===== config.mk =====
export PLATFORM = sky130hd
export DESIGN_NAME = instruction_fetch
export DESIGN_NICKNAME = d
export VERILOG_FILES = /design/src/rtl/instruction_fetch.sv
export SDC_FILE = /design/constraint.sdc
export NUM_CORES = 1
export LEC_CHECK = 0
export ABC_AREA = 1
export CORE_MARGIN = 4
export CORE_UTILIZATION = 50
export CTS_BUF_LIST = sky130_fd_sc_hd__clkbuf_16
export CTS_CLUSTER_DIAMETER = 150
export DETAILED_ROUTE_END_ITERATION = 10
export GPL_TIMING_DRIVEN = 0
export PLACE_DENSITY = 0.91
export SLEW_MARGIN = 40
export SYNTH_ARGS = -nofsm -noshare
export SYNTH_HDL_FRONTEND = slang
export SYNTH_SLANG_ARGS = --single-unit

===== constraint.sdc =====
create_clock -name clock -period 2.17 [get_ports clock]
set_clock_uncertainty 0.1 [all_clocks]
set_input_delay 0.3255 -clock clock [delete_from_list [all_inputs] [get_ports clock]]
set_output_delay 0.3255 -clock clock [all_outputs]
set_load 0.05 [all_outputs]

===== src/rtl/instruction_fetch.sv =====
// Fetch stage: drives the boot ROM, buffers up to two PC-tagged instructions
// for decode, and handles branch redirects and out-of-range fetch faults.
module instruction_fetch #(
    parameter logic [31:0] PC_RESET = 32'h0000_0000,
    parameter logic [31:0] ROM_LAST = 32'h0000_005C
) (
    input  logic        clock,
    input  logic        reset_n,
    output logic [31:0] rom_address,
    output logic        rom_chip_select,
    output logic        rom_output_enable,
    input  logic [63:0] rom_data,
    input  logic        redirect,
    input  logic [31:0] redirect_pc,
    output logic        instr_valid,
    input  logic        instr_ready,
    output logic [31:0] instr,
    output logic [31:0] instr_pc,
    output logic        fault,
    output logic [1:0]  debug_state
);

    typedef enum logic [1:0] {
        IDLE  = 2'd0,
        RUN   = 2'd1,
        FAULT = 2'd2
    } state_t;

    state_t      state;
    state_t      state_next;
    logic [31:0] fetch_pc;
    logic [1:0]  count;
    logic [31:0] head_word;
    logic [31:0] head_pc;
    logic [31:0] tail_word;
    logic [31:0] tail_pc;
    logic        issue;
    logic        pop;
    logic        in_range;
    logic        unused_rom_hi;

    assign unused_rom_hi = ^rom_data[63:32];
    assign in_range      = (fetch_pc <= ROM_LAST);

    // Handshake: an instruction transfers on a cycle where instr_valid and
    // instr_ready are both high; a redirect in that cycle cancels the transfer.
    assign instr_valid = (count != 2'd0);
    assign instr       = head_word;
    assign instr_pc    = head_pc;
    assign pop         = instr_valid && instr_ready && !redirect;

    assign rom_address       = fetch_pc;
    assign rom_chip_select   = issue;
    assign rom_output_enable = issue;
    assign fault             = (state == FAULT);
    assign debug_state       = state;

    always_comb begin
        state_next = state;
        issue      = 1'b0;
        case (state)
            IDLE: state_next = RUN;
            RUN: begin
                if (redirect) begin
                    state_next = RUN;
                end else if (!in_range) begin
                    state_next = FAULT;
                end else begin
                    issue = (count < 2'd2) || (count == 2'd2 && instr_ready);
                end
            end
            FAULT: begin
                if (redirect) begin
                    state_next = RUN;
                end
            end
            default: state_next = IDLE;
        endcase
    end

    always_ff @(posedge clock or negedge reset_n) begin
        if (!reset_n) begin
            state <= IDLE;
        end else begin
            state <= state_next;
        end
    end

    always_ff @(posedge clock or negedge reset_n) begin
        if (!reset_n) begin
            fetch_pc <= PC_RESET;
        end else if (redirect) begin
            fetch_pc <= {redirect_pc[31:2], 2'b00};
        end else if (issue) begin
            fetch_pc <= fetch_pc + 32'd4;
        end
    end

    // Head is always entry 0; a pop shifts the tail forward so order is kept.
    always_ff @(posedge clock or negedge reset_n) begin
        if (!reset_n) begin
            count     <= 2'd0;
            head_word <= 32'd0;
            head_pc   <= 32'd0;
            tail_word <= 32'd0;
            tail_pc   <= 32'd0;
        end else if (redirect) begin
            count <= 2'd0;
        end else begin
            case ({issue, pop})
                2'b10: begin
                    if (count == 2'd0) begin
                        head_word <= rom_data[31:0];
                        head_pc   <= fetch_pc;
                    end else begin
                        tail_word <= rom_data[31:0];
                        tail_pc   <= fetch_pc;
                    end
                    count <= count + 2'd1;
                end
                2'b01: begin
                    head_word <= tail_word;
                    head_pc   <= tail_pc;
                    count     <= count - 2'd1;
                end
                2'b11: begin
                    if (count == 2'd1) begin
                        head_word <= rom_data[31:0];
                        head_pc   <= fetch_pc;
                    end else begin
                        head_word <= tail_word;
                        head_pc   <= tail_pc;
                        tail_word <= rom_data[31:0];
                        tail_pc   <= fetch_pc;
                    end
                end
                default: begin
                end
            endcase
        end
    end

endmodule


==> metrics.txt <==
# TYPE chip_impl_metric gauge
chip_impl_info{name="outcome",value="finished with violations"} 1
chip_impl_info{name="failed_checks",value="setup timing"} 1
chip_impl_metric{name="rr_worst_depth",unit=""} 13
chip_impl_metric{name="synth-edff-count",unit=""} 0
chip_impl_metric{name="multi_input_combinational_cell_area",unit="um^2"} 4050
chip_impl_metric{name="cts_max_level",unit=""} 4
chip_impl_metric{name="insertion_delay",unit="ps"} 440
chip_impl_metric{name="floorplan.rows",unit=""} 47
chip_impl_metric{name="power_density",unit="nW/um^2"} 1150
chip_impl_info{name="synth_top_cells_by_area",value="dfrtp_1, nand2_1, nor2_1"} 1
chip_impl_metric{name="floorplan.io_pins",unit=""} 202
chip_impl_metric{name="grtUsageTotal",unit="%"} 28.6
chip_impl_info{name="clockRootBuffer",value="clkbuf_16"} 1
chip_impl_metric{name="drcViolationCount",unit=""} 0
chip_impl_metric{name="drt-wirelength-per-cell",unit="um"} 18.1
chip_impl_metric{name="yosys_warnings",unit=""} 0
chip_impl_metric{name="syn-mean-instance-area",unit="um^2"} 7.20
chip_impl_metric{name="maxSlewHeadroom",unit="%"} 54.2
chip_impl_metric{name="timing.hold.ws",unit="ps"} 186
chip_impl_metric{name="total_nets_final",unit=""} 1498
chip_impl_metric{name="critical_path.max_fanout",unit=""} 3
chip_impl_metric{name="placedCellCount",unit=""} 1581
chip_impl_metric{name="clk_path_buf_depth",unit=""} 2
chip_impl_metric{name="synth_area",unit="um^2"} 8600
chip_impl_metric{name="detailroute.via_count",unit=""} 9544
chip_impl_metric{name="postSynthCellCount",unit=""} 1194
chip_impl_metric{name="clock_sink_count",unit=""} 159
chip_impl_metric{name="die_w",unit="um"} 139
chip_impl_info{name="area_leader_netlist",value="dfrtp_1"} 1
chip_impl_metric{name="worst-endpoint-arrival",unit="ps"} 2050
chip_impl_metric{name="finalHoldViolCount",unit=""} 0
chip_impl_metric{name="routed_via_density",unit=""} 5.86
chip_impl_metric{name="finalSetupViolCount",unit=""} 60
chip_impl_info{name="grt_setup_unrepaired",value="true"} 1
chip_impl_metric{name="place_congestion",unit=""} 0.894
chip_impl_metric{name="numCtsBuffers",unit=""} 17
chip_impl_metric{name="layoutNonFillerInstCount",unit=""} 1628
chip_impl_metric{name="design.die.area",unit="um^2"} 19400
chip_impl_info{name="hold_path_class",value="in -> reg"} 1
chip_impl_metric{name="synth.ff_latch_count",unit=""} 159
chip_impl_metric{name="area_growth_from_synthesis_to_final_layout",unit="%"} 35.9
chip_impl_metric{name="first_pass_iters",unit=""} 10
chip_impl_metric{name="worst_vdd_drop",unit="mV"} 0.832
chip_impl_metric{name="io_buffers",unit=""} 164
chip_impl_metric{name="p_leak",unit="nW"} 5.68
chip_impl_metric{name="critPathRequiredTime",unit="ps"} 1740
chip_impl_metric{name="yosysTopAreaCellShare",unit="%"} 46.3
chip_impl_metric{name="core_region_area",unit="um^2"} 16700
chip_impl_metric{name="synthDistinctLibCells",unit=""} 30
chip_impl_metric{name="drt_iter0_markers",unit=""} 1271
chip_impl_metric{name="global_route_wire_length_before_repair",unit="um"} 44800
chip_impl_metric{name="fin_ws",unit="ps"} -301
chip_impl_metric{name="grt.overflow.total",unit=""} 0
chip_impl_metric{name="max_freq",unit="GHz"} 0.405
chip_impl_metric{name="postSynth.asyncResetShare",unit="%"} 100
chip_impl_metric{name="setup-tns-final",unit="ps"} -2990
chip_impl_metric{name="period_share",unit="%"} 114
chip_impl_info{name="end_kind",value="output pin"} 1
chip_impl_info{name="cts_tree",value="yes"} 1
chip_impl_info{name="critical_path_class",value="reg -> out"} 1
chip_impl_metric{name="die_y",unit="um"} 139
chip_impl_metric{name="filler_cell_count",unit=""} 1209
chip_impl_info{name="worstSetupStartpointType",value="flop"} 1
chip_impl_metric{name="place_area",unit="um^2"} 10600
chip_impl_metric{name="dp_hpwl",unit="um"} 19200
chip_impl_metric{name="post-route-min-period",unit="ps"} 2470
chip_impl_metric{name="initial_core_util",unit="%"} 51.5
chip_impl_metric{name="post-route-util",unit="%"} 69.9
chip_impl_metric{name="initial_antenna_violation_count",unit=""} 1
chip_impl_metric{name="worst_pin_slew",unit="ps"} 687
chip_impl_metric{name="path_clk_slew",unit="ps"} 70
chip_impl_metric{name="grt_max_degree",unit=""} 67
chip_impl_metric{name="detail_route_antenna_nets",unit=""} 0
chip_impl_metric{name="totalWireLength",unit="um"} 29500
chip_impl_metric{name="regArea",unit="um^2"} 3990
chip_impl_metric{name="final_max_slew_viol_count",unit=""} 0
chip_impl_metric{name="number_of_global_route_vias_before_repair",unit=""} 9022
chip_impl_metric{name="timing.hold.worst_path_depth",unit=""} 3
chip_impl_metric{name="drive_gt1_share",unit="%"} 14.7
chip_impl_info{name="most_common_library_cell_in_the_layout_ignoring_fill_and_taps",value="nand2_1"} 1
chip_impl_metric{name="final_design_area_excluding_fillers",unit="um^2"} 11700
chip_impl_metric{name="cap_violations",unit=""} 0
chip_impl_metric{name="ys_seq_area_share",unit="%"} 46.3
chip_impl_info{name="commonest_non_fill_non_tap_cells_in_the_layout",value="nand2_1, nor2_1, dfrtp_1"} 1
chip_impl_info{name="synthFlopType",value="dfrtp_1"} 1
## final timing paths
| path | from | end | slack (ps) |
|---|---|---|---|
| max reg2reg | rom_address[2] | instr[23] | -140 |
| max | rom_address[2] | rom_output_enable | -300 |
| min reg2reg | tail_pc[22] | tail_pc[22] | 410 |
| min in group asynchronous | reset_n | rom_address[29] | 260 |
| max in group asynchronous | reset_n | instr[10] | 750 |
| min | redirect | rom_address[3] | 190 |
## logic make-up (layout without fill, tap and decap cells)
group                    after synthesis  in the layout  share of synthesized area [%]
multiplexers                          25             25                           3.27
buffers and inverters                165            376                           8.18
other                                  1              4                         0.0436
adder cells (fa/ha/maj)                5              5                          0.728
XOR/XNOR                               2              2                          0.204
flip-flops                           159            159                           46.3
AO/OA/AOI/OAI                         85             85                           5.15
AND/OR/NAND/NOR                      752            752                           36.1
## worst max-delay path, stage by stage (launching register included)
cell and delay [ps]:
dfrtp_4 530, ha_4 180, inv_2 40, nand2_2 50, nor2_4 110, inv_1 50, nand4_1 70, nor2_1 50
nand2_2 90, clkinvlp_4 150, buf_8 150, buf_8 140
## flip-flops by register name, indices dropped and copies added, names as in the netlist
register and count:
instr_pc 31, tail_word 32, count 2, tail_pc 30
instr 32, debug_state 2, rom_address 30
## per-layer routing
metal | vias up | part of all wire (%) | track usage, % | wire length (um)
li1 | 4192 | - | - | -
met1 | 4450 | 36 | 35.1 | 10700
met2 | 735 | 48 | 46.7 | 14100
met3 | 167 | 10 | 5.79 | 2980
met4 | 0 | 5.7 | 16.7 | 1670
met5 | - | 0 | 0 | 0
## timing repair
action	in CTS	in global routing
endpoints found under the hold margin	44	0
gates cloned	0	0
setup endpoints to repair	151	158
pin swaps	3	4
hold buffers	1	0
gates resized for setup	66	129
setup buffers	5	9
## metrics by stage
step / setup slack, ps / total power, mW
finish: -301 / 13.5
global route: -383 / 14.0
CTS: -266 / 13.3
detailed placement: -990 / 10.2
global placement: -6890 / 10.0
floorplan: -16.5 / 8.00
## synth_stat cells (all sizes together) (3+ instances only)
| cell type | n |
|---|---|
| o211ai | 3 |
| nand3 | 73 |
| buf | 49 |
| nor2 | 274 |
| clkbuf | 37 |
| dfrtp | 159 |
| a21oi | 37 |
| inv | 78 |
| ha | 5 |
| nand4 | 65 |
| o21ai | 41 |
| nand2 | 340 |
| mux2 | 25 |
## cell type report
cell class	instances	share of cell area, %
Tap cell	220	2.36
Multi-Input combinational cell	871	34.7
Sequential cell	159	34.2
Clock buffer	17	3.64
Buffer	84	5.24
Inverter	79	2.59
Clock inverter	15	1.49
Antenna cell	2	0.0428
Timing Repair Buffer	181	15.8
## power by group
| part | switching [mW] | internal, mW |
|---|---|---|
| sequential | 0.447 | 3.62 |
| combinational | 4.29 | 2.05 |
| clock | 1.35 | 1.73 |
Power figures use the tool's default switching activity.
